File: config.mk
export PLATFORM = sky130hd
export DESIGN_NAME = arb8way16_flat
export DESIGN_NICKNAME = d
export VERILOG_FILES = /design/src/rtl/arb8way16_pkg.sv /design/src/rtl/arb8way16_if.sv /design/src/rtl/arb8way16_mux8way16.sv /design/src/rtl/arb8way16.sv /design/src/flat_wrapper.sv
export SDC_FILE = /design/constraint.sdc
export NUM_CORES = 1
export LEC_CHECK = 0
export CAP_MARGIN = 20
export CORE_ASPECT_RATIO = 1.25
export CORE_MARGIN = 2
export CORE_UTILIZATION = 46
export CTS_CLUSTER_DIAMETER = 30
export CTS_CLUSTER_SIZE = 14
export DETAILED_ROUTE_END_ITERATION = 6
export PLACE_DENSITY = 0.88
export SYNTH_ARGS = -nofsm -noshare
export SYNTH_HDL_FRONTEND = slang
export SYNTH_SLANG_ARGS = --single-unit
File: constraint.sdc
create_clock -name clk -period 17.5 [get_ports clk]
set_clock_uncertainty 0.2 [all_clocks]
set_input_delay 3.5 -clock clk [delete_from_list [all_inputs] [get_ports clk]]
set_output_delay 3.5 -clock clk [all_outputs]
set_load 0.01 [all_outputs]
File: src/rtl/arb8way16_pkg.sv
// Shared sizes and FSM encoding for the eight-way round-robin arbiter.
package arb8way16_pkg;
  localparam int N_REQ  = 8;
  localparam int SEL_W  = 3;
  localparam int DATA_W = 16;
  localparam int CNT_W  = 4;

  typedef enum logic {
    IDLE = 1'b0,
    OWN  = 1'b1
  } state_t;
endpackage

File: src/rtl/arb8way16_if.sv
// Producer-side request/data bus plus the single downstream valid/ready port.
interface arb8way16_if;
  import arb8way16_pkg::*;

  logic [N_REQ-1:0]  req;
  logic [DATA_W-1:0] a, b, c, d, e, f, g, h;
  logic [N_REQ-1:0]  gnt;
  logic [SEL_W-1:0]  sel;
  logic [DATA_W-1:0] out;
  logic              out_valid;
  logic              out_ready;
  logic              busy;

  modport slave (
    input  req, a, b, c, d, e, f, g, h, out_ready,
    output gnt, sel, out, out_valid, busy
  );

  modport master (
    output req, a, b, c, d, e, f, g, h, out_ready,
    input  gnt, sel, out, out_valid, busy
  );
endinterface

File: src/rtl/arb8way16_mux8way16.sv
// Eight-input, 16-bit wide word select shared by all requesters.
module mux8way16
  import arb8way16_pkg::*;
(
  input  logic [DATA_W-1:0] a, b, c, d, e, f, g, h,
  input  logic [SEL_W-1:0]  sel,
  output logic [DATA_W-1:0] out
);
  always_comb begin
    out = a;
    case (sel)
      3'd0: out = a;
      3'd1: out = b;
      3'd2: out = c;
      3'd3: out = d;
      3'd4: out = e;
      3'd5: out = f;
      3'd6: out = g;
      3'd7: out = h;
      default: out = a;
    endcase
  end
endmodule

File: src/rtl/arb8way16.sv
// Round-robin arbiter with burst limit feeding one registered valid/ready output.
module arb8way16
  import arb8way16_pkg::*;
#(
  parameter int MAX_BURST = 4
) (
  input logic         clk,
  input logic         reset,
  arb8way16_if.slave  bus
);
  // Circular priority: last+1 first, last itself lowest.
  function automatic logic [SEL_W-1:0] find_winner(input logic [N_REQ-1:0] r,
                                                   input logic [SEL_W-1:0] last);
    logic [SEL_W-1:0] idx;
    logic [SEL_W-1:0] w;
    logic             found;
    w     = last;
    found = 1'b0;
    for (int i = 1; i <= N_REQ; i++) begin
      idx = last + SEL_W'(i);
      if (!found && r[idx]) begin
        w     = idx;
        found = 1'b1;
      end
    end
    return w;
  endfunction

  state_t            state, state_n;
  logic [SEL_W-1:0]  sel_p1, last_p1;
  logic [CNT_W-1:0]  burst_cnt, burst_n;
  logic [DATA_W-1:0] out_p1, mux_out;
  logic              vld_p1;
  logic              slot_free, xfer, new_owner;
  logic [SEL_W-1:0]  winner, xfer_idx;

  assign slot_free = !vld_p1 || bus.out_ready;
  assign winner    = find_winner(bus.req, last_p1);

  always_comb begin
    state_n   = state;
    burst_n   = burst_cnt;
    xfer      = 1'b0;
    new_owner = 1'b0;
    xfer_idx  = sel_p1;
    if (state == IDLE) begin
      if (slot_free && |bus.req) begin
        xfer      = 1'b1;
        new_owner = 1'b1;
        xfer_idx  = winner;
        burst_n   = CNT_W'(1);
        state_n   = OWN;
      end
    end else if (slot_free) begin
      if (bus.req[sel_p1] && burst_cnt < CNT_W'(MAX_BURST)) begin
        xfer    = 1'b1;
        burst_n = burst_cnt + CNT_W'(1);
      end else if (|bus.req) begin
        // Sole requester at its limit re-wins here, so no idle bubble.
        xfer      = 1'b1;
        new_owner = 1'b1;
        xfer_idx  = winner;
        burst_n   = CNT_W'(1);
      end else begin
        state_n = IDLE;
      end
    end
  end

  mux8way16 u_mux (
    .a   (bus.a),
    .b   (bus.b),
    .c   (bus.c),
    .d   (bus.d),
    .e   (bus.e),
    .f   (bus.f),
    .g   (bus.g),
    .h   (bus.h),
    .sel (xfer_idx),
    .out (mux_out)
  );

  // Stage p1: captured word, owner and burst bookkeeping.
  always_ff @(posedge clk or posedge reset) begin
    if (reset) begin
      state     <= IDLE;
      sel_p1    <= '0;
      last_p1   <= SEL_W'(N_REQ - 1);
      burst_cnt <= '0;
      out_p1    <= '0;
      vld_p1    <= 1'b0;
    end else begin
      state     <= state_n;
      burst_cnt <= burst_n;
      vld_p1    <= xfer || (vld_p1 && !bus.out_ready);
      if (xfer)
        out_p1 <= mux_out;
      if (new_owner) begin
        sel_p1  <= xfer_idx;
        last_p1 <= xfer_idx;
      end
    end
  end

  assign bus.gnt       = (xfer && !reset) ? (N_REQ'(1) << xfer_idx) : '0;
  assign bus.sel       = sel_p1;
  assign bus.out       = out_p1;
  assign bus.out_valid = vld_p1;
  assign bus.busy      = (state == OWN);
endmodule

File: src/flat_wrapper.sv
// flat-port wrapper written by rule: the top's interface ports become plain ports
module arb8way16_flat import arb8way16_pkg::*;
#(
  parameter int MAX_BURST = 4
)
  (clk, reset, bus_req, bus_a, bus_b, bus_c, bus_d, bus_e, bus_f, bus_g, bus_h, bus_out_ready, bus_gnt, bus_sel, bus_out, bus_out_valid, bus_busy);
  arb8way16_if bus_i ();
  input logic clk;
  input logic reset;
  input wire logic [$bits(bus_i.req)-1:0] bus_req;
  input wire logic [$bits(bus_i.a)-1:0] bus_a;
  input wire logic [$bits(bus_i.b)-1:0] bus_b;
  input wire logic [$bits(bus_i.c)-1:0] bus_c;
  input wire logic [$bits(bus_i.d)-1:0] bus_d;
  input wire logic [$bits(bus_i.e)-1:0] bus_e;
  input wire logic [$bits(bus_i.f)-1:0] bus_f;
  input wire logic [$bits(bus_i.g)-1:0] bus_g;
  input wire logic [$bits(bus_i.h)-1:0] bus_h;
  input wire logic [$bits(bus_i.out_ready)-1:0] bus_out_ready;
  output wire logic [$bits(bus_i.gnt)-1:0] bus_gnt;
  output wire logic [$bits(bus_i.sel)-1:0] bus_sel;
  output wire logic [$bits(bus_i.out)-1:0] bus_out;
  output wire logic [$bits(bus_i.out_valid)-1:0] bus_out_valid;
  output wire logic [$bits(bus_i.busy)-1:0] bus_busy;
  assign bus_i.req = bus_req;
  assign bus_i.a = bus_a;
  assign bus_i.b = bus_b;
  assign bus_i.c = bus_c;
  assign bus_i.d = bus_d;
  assign bus_i.e = bus_e;
  assign bus_i.f = bus_f;
  assign bus_i.g = bus_g;
  assign bus_i.h = bus_h;
  assign bus_i.out_ready = bus_out_ready;
  assign bus_gnt = bus_i.gnt;
  assign bus_sel = bus_i.sel;
  assign bus_out = bus_i.out;
  assign bus_out_valid = bus_i.out_valid;
  assign bus_busy = bus_i.busy;
  arb8way16 #(.MAX_BURST(MAX_BURST)) u_core (.clk(clk), .reset(reset), .bus(bus_i));
endmodule
==> results of run 1 <==
metrics by stage:
stage                     cells  utilization (%)  area [um2]  setup WS [ns]
final                       616             68.6        5280           5.25
after global routing        616             68.6        5280           4.93
after CTS                   615             68.2        5250           5.26
after detailed placement    611             67.3        5180           5.30
after global placement      611             67.3        5180           5.45
after floorplan             388                -        3610           7.45
report_power, final:
part	total (uW)	internal, uW	switching, uW
registers	138	98.2	40.1
logic	788	370	417
clock network	51.5	30.6	20.9
per-layer routing:
metal	share of wire, %	wire [um]	vias to the layer above
li1	-	-	1764
met5	0	0	-
met2	54	6500	183
met1	36	4300	1810
met3	7.0	837	38
met4	3.3	395	0
area by class of cell:
| type | instances | area [um2] |
|---|---|---|
| inverters | 6 | 22.5 |
| clock inverters | 1 | 30.0 |
| well taps | 95 | 119 |
| fillers | 609 | 2420 |
| clock buffers | 3 | 41.3 |
| multi-input cells | 314 | 2660 |
| flip-flops and latches | 28 | 704 |
| repair buffers | 169 | 1710 |
worst min path at each step:
stage | from | slack (ns) | to | cells past startpoint
after floorplan | u_core.burst_cnt[0] | 0.25 | u_core.burst_cnt[0] | 1
after global placement | u_core.burst_cnt[0] | 0.26 | u_core.burst_cnt[0] | 1
after detailed placement | u_core.burst_cnt[0] | 0.27 | u_core.burst_cnt[0] | 1
after CTS | u_core.burst_cnt[0] | 0.30 | u_core.burst_cnt[0] | 1
after global routing | u_core.bus.out[4] | 0.32 | u_core.bus.out[4] | 2
final | u_core.burst_cnt[0] | 0.30 | u_core.burst_cnt[0] | 1
state kept, by name (all words and copies together) (netlist names):
name                  cells
u_core.bus.out           16
u_core.burst_cnt          4
u_core.bus.sel            3
u_core.last_p1            3
u_core.bus.busy           1
u_core.bus.out_valid      1
critical path, delay by kind of cell:
family / cells / cell delay [ns]
and+or+nand+nor: 3 / 1.48
AOI/OAI and AO/OA: 3 / 1.97
buffers and inverters: 3 / 1.59
cells by family after synthesis:
group	Yosys count	share of synthesized area [%]
compound gates	101	22.8
flops	28	19.5
xor+xnor	4	0.970
buf+inv	46	7.34
simple gates	127	19.0
mux	79	29.3
fa+ha+maj	3	1.04
layout by cell type, fill, tap and decap left out, types with 4 or more instances in the layout:
cell,netlist,layout
mux2i_1,32,32
nor3_1,14,14
nor3b_1,4,4
o31a_1,11,9
or3_1,4,4
a221oi_1,5,5
clkdlybuf4s50_1,0,167
and2_1,8,8
mux2_1,20,20
nor2b_1,5,5
o221a_1,8,8
a211oi_1,10,10
o21ai_0,6,6
o221ai_1,9,9
dfrtp_1,25,25
mux2_2,7,7
nand2b_1,11,11
a31oi_1,7,7
nand2_1,22,22
mux4_2,18,18
and3_1,8,8
nor2_1,32,32
a21oi_1,13,13
a21o_1,10,10
inv_1,5,5
==> flow_metrics.env, run 1 <==
export IMPL_use_met1_pct=30.7
export IMPL_synth_top_cell_area_share_pct=17.3
export IMPL_wire_per_inst_um=19.5
export IMPL_ys_flop_type="dfrtp_1"
export IMPL_grt_pass1_wl_um=18700
export IMPL_wirelength_um=12000
export IMPL_setup_viol=0
export IMPL_arrival_ns=8.55
export IMPL_hold_buffers=0
export IMPL_tns_ns=0
export IMPL_cts_sinks=28
export IMPL_rsz0062_at_grt="false"
export IMPL_peakVddDrop_mv=0.157
export IMPL_path_cells="clkdlybuf4s50_1 > or4_1 > o21bai_4 > a21o_1 > o31a_2 > inv_2 > or3_1 > nor3_1 > clkdlybuf4s50_1"
export IMPL_drt_first_pass_iters=4
export IMPL_cts_buffers=3
export IMPL_hold_viol=0
export IMPL_gr_usage_all_layers_pct=27.0
export IMPL_drive_gt1_share_pct=10.2
export IMPL_overflow=0
export IMPL_clock_path_buffers=2
export IMPL_holdCritPathClass="flop to flop"
export IMPL_cts_root_buf="clkbuf_8"
export IMPL_num_vias=3795
export IMPL_power_density_nw_per_um2=185
export IMPL_syn_num_nets=530
export IMPL_slowest_stage="o31a_2"
export IMPL_synth_area_leaders="dfrtp_1 17%, mux4_2 11%, mux2i_1 8.9%"
export IMPL_fp_dieH_um=103
export IMPL_nets=664
export IMPL_yosysTopAreaCell="dfrtp_1"
export IMPL_ctsHtreeMaxLevel=1
export IMPL_ys_ff_latch=28
export IMPL_fmax_mhz=81.6
export IMPL_tightest_slew_ns=1.10
export IMPL_leakage_uw=0.00202
export IMPL_synth_edf_count=0
export IMPL_cpMostUsedCell="clkdlybuf4s50_1"
export IMPL_fin_hold_ws_ns=0.295
export IMPL_async_flop_share_pct=100
export IMPL_relSlewSlack_pct=26.3
export IMPL_rows=36
export IMPL_ys_types=62
export IMPL_r2r_end="u_core.bus.out[6]"
export IMPL_r2r_cells=12
export IMPL_power_uw=977
export IMPL_grt_pass1_vias=3811
export IMPL_post_cts_buffers=0
export IMPL_drt_vias_per_instance=6.16
export IMPL_dieWidth_um=83.3
export IMPL_use_met2_pct=51.0
export IMPL_critPathCapture="bus_gnt[0]"
export IMPL_cp_required_ns=13.80
export IMPL_grt_max_degree=56
export IMPL_clk_latency_ns=0.28
export IMPL_yosysWarningCount=0
export IMPL_crit_start="bus_req[4]"
export IMPL_critPathMaxFanout=44
export IMPL_grtUsageMet3_pct=4.00
export IMPL_drtIter0Drc=205
export IMPL_busiest_layer="met2"
export IMPL_start_util_pct=46.9
export IMPL_post_route_period_util_pct=70.0
export IMPL_yosys_top_cells_count="32 x mux2i_1, 32 x nor2_1, 25 x dfrtp_1"
export IMPL_die_area_um2=8580
export IMPL_clk_pin_slew_ns=0.10
export IMPL_drc=0
export IMPL_final_max_slew_viol_count=0
export IMPL_pin_count=168
export IMPL_final_antenna_net_count=0
export IMPL_antenna_found_initial=0
export IMPL_cp_start_kind="input port"
export IMPL_rrSetupSlack_ns=11.16
export IMPL_path_class="input port to output port"
export IMPL_insertedDiodeCount=0
export IMPL_cpPeakStageDelay_ns=0.84
export IMPL_postSynthCellCount=388
export IMPL_area_growth_pct=46.2
export IMPL_crit_path_end_kind="output port"
export IMPL_status="finished clean"
export IMPL_synth_area_per_cell_um2=9.31
export IMPL_cts_tree="built"
export IMPL_r2r_start="u_core.last_p1[0]"
export IMPL_synth_area_um2=3610
export IMPL_dp_hpwl_um=9270
export IMPL_gp_congestion=0.962
export IMPL_core_area_um2=7700
export IMPL_cts_resized=0
export IMPL_period_needed_ns=12.25
export IMPL_max_cap_viol_count=0
export IMPL_io_buffers=167
export IMPL_ys_seq_area_share_pct=19.5
No activity file was read; power rests on OpenSTA's default activity.
==> run 2: changes to the inputs <==
- CORE_UTILIZATION: 46 -> 43
- PLACE_DENSITY: 0.88 -> 0.83
- clock period: 17.5 -> 12.71 ns (I/O delays scaled with it)
==> flow_metrics.env, run 2 (synthesis gave the netlist of run 1 again) <==
export IMPL_cp_required_ns=9.97
export IMPL_tightest_slew_ns=1.03
export IMPL_fmax_mhz=96.6
export IMPL_max_cap_viol_count=0
export IMPL_dieWidth_um=86.0
export IMPL_core_area_um2=8190
export IMPL_fin_hold_ws_ns=0.295
export IMPL_status="finished clean"
export IMPL_clk_latency_ns=0.27
export IMPL_wire_per_inst_um=19.6
export IMPL_stdcell_count=618
export IMPL_cts_buffers=3
export IMPL_r2r_end="u_core.bus.out[7]"
export IMPL_final_max_slew_viol_count=0
export IMPL_p_comb_share_pct=81.2
export IMPL_final_antenna_net_count=0
export IMPL_mostFrequentLayoutCell="clkdlybuf4s50_1"
export IMPL_drc=0
export IMPL_hold_buffers=0
export IMPL_ctsHtreeMaxLevel=1
export IMPL_grt_pass1_wl_um=18500
export IMPL_rrSetupSlack_ns=6.26
export IMPL_arrival_ns=7.61
export IMPL_postLayoutCoreUtil_pct=64.3
export IMPL_io_buffers=167
export IMPL_clock_path_buffers=2
export IMPL_hold_depth=1
export IMPL_largest_reg_flops=16
export IMPL_period_needed_ns=10.35
export IMPL_clk_pin_slew_ns=0.10
export IMPL_drt_first_pass_iters=5
export IMPL_drtIter0Drc=202
export IMPL_post_cts_buffers=0
export IMPL_tns_ns=0
export IMPL_leakage_uw=0.00202
export IMPL_holdCritPathClass="flop to flop"
export IMPL_overflow=0
export IMPL_drive_gt1_share_pct=10.2
export IMPL_start_util_pct=44.1
export IMPL_crit_path_end_kind="output port"
export IMPL_r2r_cells=12
export IMPL_antenna_found_initial=0
export IMPL_crit_start="bus_req[3]"
export IMPL_cts_resized=0
export IMPL_cts_tree="built"
export IMPL_rsz0062_at_grt="false"
export IMPL_gr_usage_all_layers_pct=25.3
export IMPL_dp_hpwl_um=9400
export IMPL_power_frac_clock_pct=4.3
export IMPL_relSlewSlack_pct=31.1
export IMPL_die_area_um2=9160
export IMPL_p_switching_uw=647
export IMPL_cp_start_kind="input port"
export IMPL_gp_congestion=0.881
export IMPL_drt_vias_per_instance=6.18
export IMPL_post_route_period_util_pct=81.4
export IMPL_hold_viol=0
export IMPL_fp_dieH_um=106
export IMPL_num_vias=3818
export IMPL_power_density_nw_per_um2=250
export IMPL_grt_max_degree=57
export IMPL_wirelength_um=12100
export IMPL_final_cell_mix="167 x clkdlybuf4s50_1, 32 x mux2i_1, 32 x nor2_1"
export IMPL_cts_sinks=28
export IMPL_grt_pass1_vias=3809
export IMPL_fillers=689
export IMPL_insertedDiodeCount=0
export IMPL_area_growth_pct=45.8
export IMPL_switching_share_pct=49.0
export IMPL_pin_count=168
export IMPL_numPlacedInstances=613
export IMPL_cts_root_buf="clkbuf_8"
export IMPL_worstHoldStart="u_core.burst_cnt[0]"
export IMPL_path_class="input port to output port"
export IMPL_p_seq_share_pct=14.5
export IMPL_nets=664
export IMPL_p_int_uw=672
export IMPL_rows=37
export IMPL_critPathMaxFanout=56
export IMPL_r2r_start="u_core.last_p1[0]"
export IMPL_worstHoldEndpoint="u_core.burst_cnt[0]"
export IMPL_peakVddDrop_mv=0.138
export IMPL_setup_viol=0
## run 2: changes by cell type in the layout (fill, tap and decap cells not counted), sizes merged
cell,change
bufinv,-1
clkbuf,+1
## run 2: layout make-up
| cell class | count | area, um2 | share of cell area, % |
|---|---|---|---|
| tap | 97 | 121 | 2.30 |
| inverter | 6 | 22.5 | 0.428 |
| clock buffer | 4 | 55.1 | 1.05 |
| timing repair buffer | 169 | 1710 | 32.4 |
| multi-input combinational | 314 | 2660 | 50.5 |
| sequential | 28 | 704 | 13.4 |
## run 2: worst max-delay path: stages
cell,delay (ns)
clkdlybuf4s50_1,0.63
or4_1,0.64
o21bai_4,0.78
a21o_1,0.39
nand2b_1,0.19
o31ai_2,0.19
nand2_2,0.74
or3_1,0.74
nor3_1,0.18
clkdlybuf4s50_1,0.57
## run 2: stage by stage
step           total power [uW]  area (um2)  setup WS (ns)
2_1_floorplan              1030        3610           4.57
3_3_place_gp               1220        5180           2.51
3_5_place_dp               1250        5180           2.35
4_1_cts                    1310        5240           2.33
5_1_grt                    1410        5270           1.97
6_report                   1320        5270           2.36
## run 2: worst max-delay path by stage
stage | end | cells past startpoint
2_1_floorplan | bus_gnt[3] | 13
3_3_place_gp | bus_gnt[0] | 9
3_5_place_dp | bus_gnt[0] | 10
4_1_cts | bus_gnt[0] | 10
5_1_grt | bus_gnt[0] | 10
6_report | bus_gnt[0] | 10
## run 2: power groups by stage
stage	clock (uW)	sequential [uW]	combinational (uW)
floorplan	0	172	856
global placement	0	189	1030
detailed placement	0	192	1060
CTS	56.3	191	1060
global route	60.3	198	1150
finish	56.6	191	1070
## run 2: layer usage
layer / up-vias / global-route usage, % / share of wire, %
li1: 1759 / - / -
met1: 1813 / 29.3 / 37
met2: 206 / 44.4 / 51
met3: 40 / 4.43 / 7.6
met4: 0 / 12.2 / 4.2
met5: - / 0 / 0
